`config.mk`:
```
export PLATFORM = sky130hd
export DESIGN_NAME = layer_priority_arbiter
export DESIGN_NICKNAME = d
export VERILOG_FILES = /design/src/rtl/layer_priority_arbiter.sv
export SDC_FILE = /design/constraint.sdc
export NUM_CORES = 1
export LEC_CHECK = 0
export ABC_AREA = 1
export BUFFER_PORTS_ARGS = -buffer_cell sky130_fd_sc_hd__buf_2
export CAP_MARGIN = 20
export CORE_MARGIN = 1.5
export CORE_UTILIZATION = 45
export CTS_BUF_LIST = sky130_fd_sc_hd__clkbuf_8
export CTS_CLUSTER_SIZE = 20
export DETAILED_ROUTE_END_ITERATION = 7
export PLACE_DENSITY_LB_ADDON = 0.25
export SETUP_SLACK_MARGIN = 0.2
export SYNTH_ARGS = -nofsm -noshare
export SYNTH_HDL_FRONTEND = slang
export SYNTH_SLANG_ARGS = --single-unit
```
`constraint.sdc`:
```
create_clock -name clk -period 4.2 [get_ports clk]
set_clock_uncertainty 0.2 [all_clocks]
set_input_delay 1.26 -clock clk [delete_from_list [all_inputs] [get_ports clk]]
set_output_delay 1.26 -clock clk [all_outputs]
set_load 0.05 [all_outputs]
```
`src/rtl/layer_priority_arbiter.sv`:
```
// Per-pixel colour arbiter: picks one layer colour per pixel from a programmable priority
// table, with frame-committed enable/blink masks and per-frame overlap reporting.
module layer_priority_arbiter #(
  parameter int unsigned NUM_LAYERS   = 9,
  parameter int unsigned COLOR_W      = 8,
  parameter int unsigned BLINK_FRAMES = 16
) (
  input  logic                          clk,
  input  logic                          reset,
  input  logic                          startOfFrame,
  input  logic [NUM_LAYERS-1:0]         layerReq,
  input  logic [NUM_LAYERS*COLOR_W-1:0] layerRGB,
  input  logic [COLOR_W-1:0]            bgrRGB,
  input  logic                          prioWr,
  input  logic [3:0]                    prioSlot,
  input  logic [3:0]                    prioLayer,
  input  logic                          enMaskWr,
  input  logic [NUM_LAYERS-1:0]         enMaskIn,
  input  logic [NUM_LAYERS-1:0]         blinkMask,
  output logic [COLOR_W-1:0]            rgbOut,
  output logic [3:0]                    winner,
  output logic                          winnerValid,
  output logic [NUM_LAYERS-1:0]         collisionMask
);

  localparam int unsigned IDX_W = 4;
  localparam int unsigned CNT_W = (BLINK_FRAMES > 2) ? $clog2(BLINK_FRAMES) : 1;
  localparam logic [CNT_W-1:0] CNT_LAST = CNT_W'(BLINK_FRAMES - 1);
  localparam logic [CNT_W-1:0] CNT_HALF = CNT_W'(BLINK_FRAMES / 2);
  localparam logic [IDX_W:0]   NUM_L    = (IDX_W+1)'(NUM_LAYERS);

  logic [IDX_W-1:0]        shadow_prio     [NUM_LAYERS];
  logic [IDX_W-1:0]        shadow_prio_nxt [NUM_LAYERS];
  logic [IDX_W-1:0]        active_prio     [NUM_LAYERS];
  logic [NUM_LAYERS-1:0]   shadow_en, active_en, blink_lat;
  logic [CNT_W-1:0]        frame_cnt, frame_cnt_nxt;
  logic [NUM_LAYERS-1:0]   hit_acc, hit_term;

  logic                    swap_ok;
  logic [IDX_W-1:0]        t_slot, old_at_slot;

  logic [NUM_LAYERS-1:0]   en_now, blink_now, eff_req;
  logic                    blink_off;

  logic [NUM_LAYERS-1:0]   s1_eff;
  logic [NUM_LAYERS*COLOR_W-1:0] s1_rgb;
  logic [COLOR_W-1:0]      s1_bgr;

  logic [15:0]             req16;
  logic                    win_found;
  logic [IDX_W-1:0]        win_layer;
  logic [COLOR_W-1:0]      win_rgb;

  // Frame counter advances on each frame start and wraps at the blink period
  always_comb begin
    frame_cnt_nxt = frame_cnt;
    if (startOfFrame) begin
      frame_cnt_nxt = (frame_cnt == CNT_LAST) ? '0 : frame_cnt + CNT_W'(1);
    end
  end

  // Priority write is a swap with whichever slot currently holds the target layer
  always_comb begin
    swap_ok     = prioWr && ({1'b0, prioSlot} < NUM_L) && ({1'b0, prioLayer} < NUM_L);
    t_slot      = '0;
    old_at_slot = '0;
    for (int s = 0; s < NUM_LAYERS; s++) begin
      if (shadow_prio[s] == prioLayer) t_slot = IDX_W'(s);
      if (IDX_W'(s) == prioSlot)       old_at_slot = shadow_prio[s];
    end
    shadow_prio_nxt = shadow_prio;
    if (swap_ok) begin
      for (int s = 0; s < NUM_LAYERS; s++) begin
        if (IDX_W'(s) == prioSlot)    shadow_prio_nxt[s] = prioLayer;
        else if (IDX_W'(s) == t_slot) shadow_prio_nxt[s] = old_at_slot;
      end
    end
  end

  // A frame-start pixel already sees the values being committed on that edge
  always_comb begin
    en_now    = startOfFrame ? shadow_en : active_en;
    blink_now = startOfFrame ? blinkMask : blink_lat;
    blink_off = (frame_cnt_nxt >= CNT_HALF);
    eff_req   = layerReq & en_now & ~(blink_now & {NUM_LAYERS{blink_off}});
  end

  // Overlap term: two or more effective requests on the same pixel
  always_comb begin
    hit_term = '0;
    if ((s1_eff & (s1_eff - NUM_LAYERS'(1))) != '0) hit_term = s1_eff;
  end

  // Stage-2 scan: lowest slot with an active request wins
  always_comb begin
    req16     = 16'(s1_eff);
    win_found = 1'b0;
    win_layer = '0;
    for (int s = 0; s < NUM_LAYERS; s++) begin
      if (!win_found && req16[active_prio[s]]) begin
        win_found = 1'b1;
        win_layer = active_prio[s];
      end
    end
    win_rgb = s1_bgr;
    if (win_found) begin
      for (int l = 0; l < NUM_LAYERS; l++) begin
        if (IDX_W'(l) == win_layer) win_rgb = s1_rgb[l*COLOR_W +: COLOR_W];
      end
    end
  end

  always_ff @(posedge clk) begin
    if (reset) begin
      for (int i = 0; i < NUM_LAYERS; i++) begin
        shadow_prio[i] <= IDX_W'(i);
        active_prio[i] <= IDX_W'(i);
      end
      shadow_en     <= '1;
      active_en     <= '1;
      blink_lat     <= '0;
      frame_cnt     <= '0;
      hit_acc       <= '0;
      s1_eff        <= '0;
      s1_rgb        <= '0;
      s1_bgr        <= '0;
      rgbOut        <= '0;
      winner        <= '0;
      winnerValid   <= 1'b0;
      collisionMask <= '0;
    end else begin
      shadow_prio <= shadow_prio_nxt;
      if (enMaskWr) shadow_en <= enMaskIn;
      frame_cnt <= frame_cnt_nxt;
      if (startOfFrame) begin
        active_prio   <= shadow_prio;
        active_en     <= shadow_en;
        blink_lat     <= blinkMask;
        collisionMask <= hit_acc;
        hit_acc       <= hit_term;
      end else begin
        hit_acc <= hit_acc | hit_term;
      end
      s1_eff      <= eff_req;
      s1_rgb      <= layerRGB;
      s1_bgr      <= bgrRGB;
      rgbOut      <= win_rgb;
      winner      <= win_found ? win_layer : '0;
      winnerValid <= win_found;
    end
  end

endmodule

```
==> run metrics, run 1 <==
area of the die 24300 um2; setup total negative slack 0 ns; number of inserted diodes 0; Post-synth top flop sky130_fd_sc_hd__dfxtp_1; TritonCTS clock tree done; Post-Syn Nets 1625; number of buffer and inverter stages on the critical path 2; antenna violations before repair 0; synthesized cell area 10500 um2; number of input and output port buffers inserted 141; Layout area overhead 16.8%; vias in the first global route 9278; max-cap check violation count 0; library cells used by synthesis 45; Post-Route Hold Slack 0.256 ns; die width 156 um; Cell Pwr Density 469 nW/um2; most frequent cells after synthesis 303 x sky130_fd_sc_hd__nand2_1, 223 x sky130_fd_sc_hd__dfxtp_1, 186 x sky130_fd_sc_hd__nor2_1; H-tree depth reported by CTS 2; kind of start point of the critical path register; proportion of synthesized flip-flops having asynchronous set or reset 0; final-report max-slew violation count 0; minimum clock period 3.67 ns; FP Rows 55; critical path's largest stage delay roughly 0.52 ns; number of warnings reported in the yosys synthesis log 0; post-synthesis instance total 1504; CP top delay family simple AND/OR/NAND/NOR gates; per-cell via count in the routed design 5.09; maximum number of pins on one net before global-route repair slightly below 70; overflow left after global routing 0; number of hold-slack violations in the final timing report 0; Routed WL per cell 15.2 um; 1st-pass router iterations 5; area share of the leading cell type in the synthesized netlist 0.424; clock input transition at the sequential cells of the worst setup and hold paths 0.06 ns; flops & latches, synth between 200 and 250; met2 wire length between 10000 and 15000 um; count of antenna-violating nets left after detailed routing 0; max layer used met4; Core Box Area 22800 um2; syn_area_per_cell 7.00 um2; run status finished, final reports clean; required time of the worst setup path approximately 4.4 ns; number of cells in the design after placement 1912; Worst Setup Path Type reg2reg; fraction of the cycle the final worst path needs 0.873; critical path arrival between 3 and 4 ns; sequential element share of the synthesized area 0.424; clock root buffer sky130_fd_sc_hd__clkbuf_8; met1 layer wirelength in the final routing 13400 um; num ports 142; HPWL after detailed placement 21200 um; number of enable flip-flop cells after synthesis 0; Worst path slowest cell sky130_fd_sc_hd__dfxtp_1; RSZ-0062 raised after global routing false; hold crit path type reg2reg; maximum fanout along the worst path 8; peak supply drop roughly 0.18 mV; first-pass GRT wire length 47200 um; Clock Sink Count 223; Net count, final 1767; top-count cell post-synth sky130_fd_sc_hd__nand2_1; most frequent cell on the critical path sky130_fd_sc_hd__nand2_1; number of remaining DRC errors 0; met3 routed wirelength 1800 um; worst-skew pair later-pin latency about 0.55 ns; buffers from clock root to sink, at most 3; final RePlAce weighted congestion about 0.95; measured slew at the worst slew-check pin 0.742 ns; vertical die dimension approximately 160 um; pre-CTS worst setup slack 0.475 ns; final setup violating endpoints 0; final standard cell count with taps included and fillers excluded 1987; Max-slew headroom 0.503; total CTS buffers 40; final critical-path setup slack 0.532 ns; overall track demand over capacity in global routing 0.244; kind of capture point of the worst setup path register; Yosys top cell by area sky130_fd_sc_hd__dfxtp_1; DR vias 10100; total length of routed wires 30100 um; peak clock frequency supported by timing 0.273 GHz; fraction of layout instances using a drive strength above 1 0.167; leakage power 6.10 nW; DRT iter0 DRCs 616; initial core utilization 0.462; Synth area leaders sky130_fd_sc_hd__dfxtp_1 42%, sky130_fd_sc_hd__nand2_1 11%, sky130_fd_sc_hd__a21oi_1 6.9%
## flip-flops by register name (all words and copies together), names as in the netlist, 8 cells and up
| name | count |
|---|---|
| s1_rgb | 72 |
| active_prio | 36 |
| shadow_prio | 36 |
| active_en | 9 |
| blink_lat | 9 |
| collisionMask | 9 |
| hit_acc | 9 |
| s1_eff | 9 |
| shadow_en | 9 |
| rgbOut | 8 |
| s1_bgr | 8 |
## cell usage in the layout (no fill, tap or decap), types with 7 or more instances in the layout
cell                         n
sky130_fd_sc_hd__nand2_1   303
sky130_fd_sc_hd__dfxtp_1   223
sky130_fd_sc_hd__inv_1     194
sky130_fd_sc_hd__nor2_1    186
sky130_fd_sc_hd__a21oi_1   145
sky130_fd_sc_hd__buf_2     140
sky130_fd_sc_hd__o21ai_0   111
sky130_fd_sc_hd__nand3_1   103
sky130_fd_sc_hd__clkbuf_8   53
sky130_fd_sc_hd__xnor2_1    28
sky130_fd_sc_hd__nand4_1    24
sky130_fd_sc_hd__inv_2      20
sky130_fd_sc_hd__mux2i_1    18
sky130_fd_sc_hd__o211ai_1   14
sky130_fd_sc_hd__nor3_1     14
sky130_fd_sc_hd__buf_4      14
sky130_fd_sc_hd__nand3_2     8
sky130_fd_sc_hd__nand3b_1    7
sky130_fd_sc_hd__nand2_2     7
sky130_fd_sc_hd__clkinv_2    7
## area by class of cell
class                           count  area [um2]
Timing Repair Buffer              154         806
Clock buffer                       53         729
Fill cell                        2278       10500
Inverter                          206         774
Sequential cell                   223        4460
Clock inverter                     17        75.1
Tap cell                          313         392
Multi-Input combinational cell   1021        5070
## layer usage
layer  vias up  GRT usage
met5         -          0
met4         0     0.0989
met3        70     0.0392
met2       339      0.402
met1      4577      0.318
li1       5129          -
## metrics by stage
stage	instance area, um2	total power (W)	utilization
floorplan	10500	0.00341	-
CTS	12300	0.00579	0.539
global placement	11500	0.00375	0.503
global route	12300	0.00608	0.540
finish	12300	0.00577	0.540
detailed placement	11500	0.00376	0.503
## power breakdown
part           total (W)  switching, W  internal [W]
sequential       0.00236     0.0000928       0.00227
clock            0.00202      0.000892       0.00112
combinational    0.00140      0.000958      0.000437
total            0.00577       0.00194       0.00383
## worst min-delay path, delay by kind of cell, from the launching register on
family / cells / cell delay, ns
AND/OR/NAND/NOR: 2 / 0.10
flip-flops: 1 / 0.32
## kinds of logic (layout without fill, tap and decap cells)
kind of cell             Yosys count  after routing  synth area share
AO/OA/AOI/OAI                    285            285             0.143
XOR/XNOR                          31             31            0.0258
adder cells (fa/ha/maj)            1              1           0.00119
buffers and inverters            261            430            0.0962
flip-flops                       223            223             0.424
multiplexers                      18             18            0.0171
AND/OR/NAND/NOR                  685            686             0.293
## final timing paths
check,depth (start not counted),startpoint,end,slack [ns]
worst max register to register,28,s1_eff[0],rgbOut[3],0.53
worst min-delay path,2,shadow_en[5],shadow_en[5],0.26
worst min register to register,2,shadow_en[5],shadow_en[5],0.26
worst max-delay path,28,s1_eff[0],rgbOut[3],0.53
## repair_timing
| item | 4_1_cts | 5_1_grt |
|---|---|---|
| setup endpoints to repair | 0 | 5 |
| gates resized for setup | 0 | 0 |
| buffers inserted | 0 | 4 |
| hold buffers | 0 | 0 |
Note: power is estimated with default switching activity, not from simulation.
==> run 2, diff against run 1 <==
--- a/config.mk
+++ b/config.mk
@@ -13,6 +13,7 @@
 export CTS_BUF_LIST = sky130_fd_sc_hd__clkbuf_8
 export CTS_CLUSTER_SIZE = 20
 export DETAILED_ROUTE_END_ITERATION = 7
+export MAX_ROUTING_LAYER = met4
 export PLACE_DENSITY_LB_ADDON = 0.25
 export SETUP_SLACK_MARGIN = 0.2
 export SYNTH_ARGS = -nofsm -noshare
==> run metrics, run 2 (synthesis gave the netlist of run 1 again) <==
measured slew at the worst slew-check pin roughly 0.85 ns; count of antenna-violating nets left after detailed routing 0; capturing point of the worst reg2reg path rgbOut[3]; leakage power 6.09 nW; num ports 142; max layer used met4; part of the power in combinational logic 0.250; number of flip-flops under the largest register name 72; sequential share of power 0.409; TritonCTS clock tree done; per-cell via count in the routed design 5.13; DRT iter0 DRCs 622; final setup violating endpoints 0; number of hold-slack violations in the final timing report 0; total CTS buffers between 40 and 50; RSZ-0062 raised after global routing false; met3 routed wirelength 1770 um; post-route standard cell area excluding fillers 12300 um2; kind of capture point of the worst setup path register; number of buffers inserted for hold repair after clock tree synthesis 0; Worst Setup Path Type reg2reg; final-report max-slew violation count 0; Register-to-Register Path Depth 28; number of remaining DRC errors 0; critical path's largest stage delay 0.49 ns; Core Box Area 22800 um2; area of the die 24300 um2; peak clock frequency supported by timing 0.273 GHz; Max-slew headroom 0.433; fraction of layout instances using a drive strength above 1 0.168; total length of routed wires 30500 um; final RePlAce weighted congestion 0.975; number of inserted diodes 0; most frequent cell on the critical path sky130_fd_sc_hd__nand2_1; 1st-pass router iterations 5; DR vias 10200; Worst path slowest cell sky130_fd_sc_hd__dfxtp_1; FP Rows 55; Cell Pwr Density 469 nW/um2; Layout area overhead 16.8%; met1 layer wirelength in the final routing approximately 14000 um; antenna violations before repair 0; worst-case hold path end point rgbOut[0]; first-pass GRT wire length 47800 um; H-tree depth reported by CTS 2; maximum number of pins on one net before global-route repair 68; largest registers s1_rgb x72, active_prio x36, shadow_prio x36; post-placement cell area 11500 um2; maximum fanout along the worst path 8; die width around 160 um; Net count, final 1769; met2 wire length between 10000 and 15000 um; depth of the worst hold-timing path 2; vertical die dimension between 150 and 200 um; CP top delay family simple AND/OR/NAND/NOR gates; kind of start point of the critical path register; vias in the first global route 9420; overflow left after global routing 0; Clock Sink Count 223; Reg2Reg Launch Point s1_eff[2]; Sw Share 0.343; setup total negative slack 0 ns; initial core utilization 0.462; final standard cell count with taps included and fillers excluded 1986; slack of the worst reg-to-reg path about 0.54 ns; Routed WL per cell 15.4 um; Most flops, register s1_rgb; number of cells in the design after placement 1911; clock root buffer sky130_fd_sc_hd__clkbuf_8; Switch Pwr 0.00198 W; origin of the worst min-delay path s1_bgr[0]; number of buffer and inverter stages on the critical path 2; fraction of the cycle the final worst path needs 0.873; worst-skew pair later-pin latency 0.55 ns; internal cell power between 0.003 and 0.004 W; peak supply drop 0.277 mV; hold crit path type reg2reg; leading cell type in the layout, fill and taps excluded sky130_fd_sc_hd__nand2_1; run status finished, final reports clean; max-cap check violation count 0; clock network power share 0.342; critical path arrival 3.88 ns; overall track demand over capacity in global routing 0.253; clock input transition at the sequential cells of the worst setup and hold paths around 0.06 ns; number of input and output port buffers inserted 141; leading cell types in the layout, fill and taps excluded 303 x sky130_fd_sc_hd__nand2_1, 221 x sky130_fd_sc_hd__dfxtp_1, 195 x sky130_fd_sc_hd__inv_1, 185 x sky130_fd_sc_hd__nor2_1, 145 x sky130_fd_sc_hd__a21oi_1; HPWL after detailed placement approximately 21000 um; required time of the worst setup path 4.42 ns; number of filler cells placed in the layout roughly 2300; minimum clock period 3.66 ns; buffers from clock root to sink, at most 3
==> run 2: layer usage <==
layer / GRT usage / vias to the layer above
met5: - / -
met4: 0.0834 / 0
met3: 0.0353 / 56
met2: 0.411 / 330
met1: 0.323 / 4678
li1: - / 5131
==> run 2: worst reg2reg max path: cells and delay by family (launching register included) <==
family,cells,cell delay (ns)
buf+inv,2,0.33
flops,1,0.49
simple gates,26,2.54
==> run 2: repair_timing <==
item                       in CTS  in global routing
resized for setup               0                  3
setup endpoints to repair       0                  8
setup buffers                   0                  6
==> run 2: final cells by class <==
cell class | count | area [um2] | share of cell area
multi-input combinational | 1021 | 5070 | 0.412
sequential | 223 | 4470 | 0.363
timing repair buffer | 155 | 826 | 0.0671
inverter | 206 | 774 | 0.0630
clock buffer | 50 | 688 | 0.0560
tap | 313 | 392 | 0.0318
clock inverter | 18 | 82.6 | 0.00671
==> run 2: power by group through the flow <==
stage                     clock network [W]  registers, W  logic, W
final                               0.00197       0.00236   0.00144
after global routing                0.00210       0.00237   0.00160
after CTS                           0.00201       0.00236   0.00139
after detailed placement                  0       0.00240   0.00139
after global placement                    0       0.00240   0.00138
after floorplan                           0       0.00254  0.000871
==> run 2: worst max-delay path by stage <==
stage                 start              end  slack [ns]  cells past startpoint
6_report          s1_eff[2]        rgbOut[3]        0.54                     28
5_1_grt           s1_eff[6]        rgbOut[5]        0.22                     27
4_1_cts           s1_eff[3]        rgbOut[7]        0.37                     24
3_5_place_dp      s1_eff[1]        rgbOut[7]        0.38                     24
3_3_place_gp      s1_eff[1]        rgbOut[7]        0.38                     24
2_1_floorplan  prioLayer[0]  shadow_prio[18]        0.86                     11
==> run 2: per-stage QoR <==
stage | worst slack, ns | power, W | hold slack [ns] | util
after floorplan | 0.862 | 0.00341 | 0.226 | -
after global placement | 0.385 | 0.00378 | 0.237 | 0.503
after detailed placement | 0.376 | 0.00379 | 0.240 | 0.503
after CTS | 0.373 | 0.00576 | 0.250 | 0.537
after global routing | 0.216 | 0.00607 | 0.282 | 0.540
final | 0.535 | 0.00577 | 0.251 | 0.540
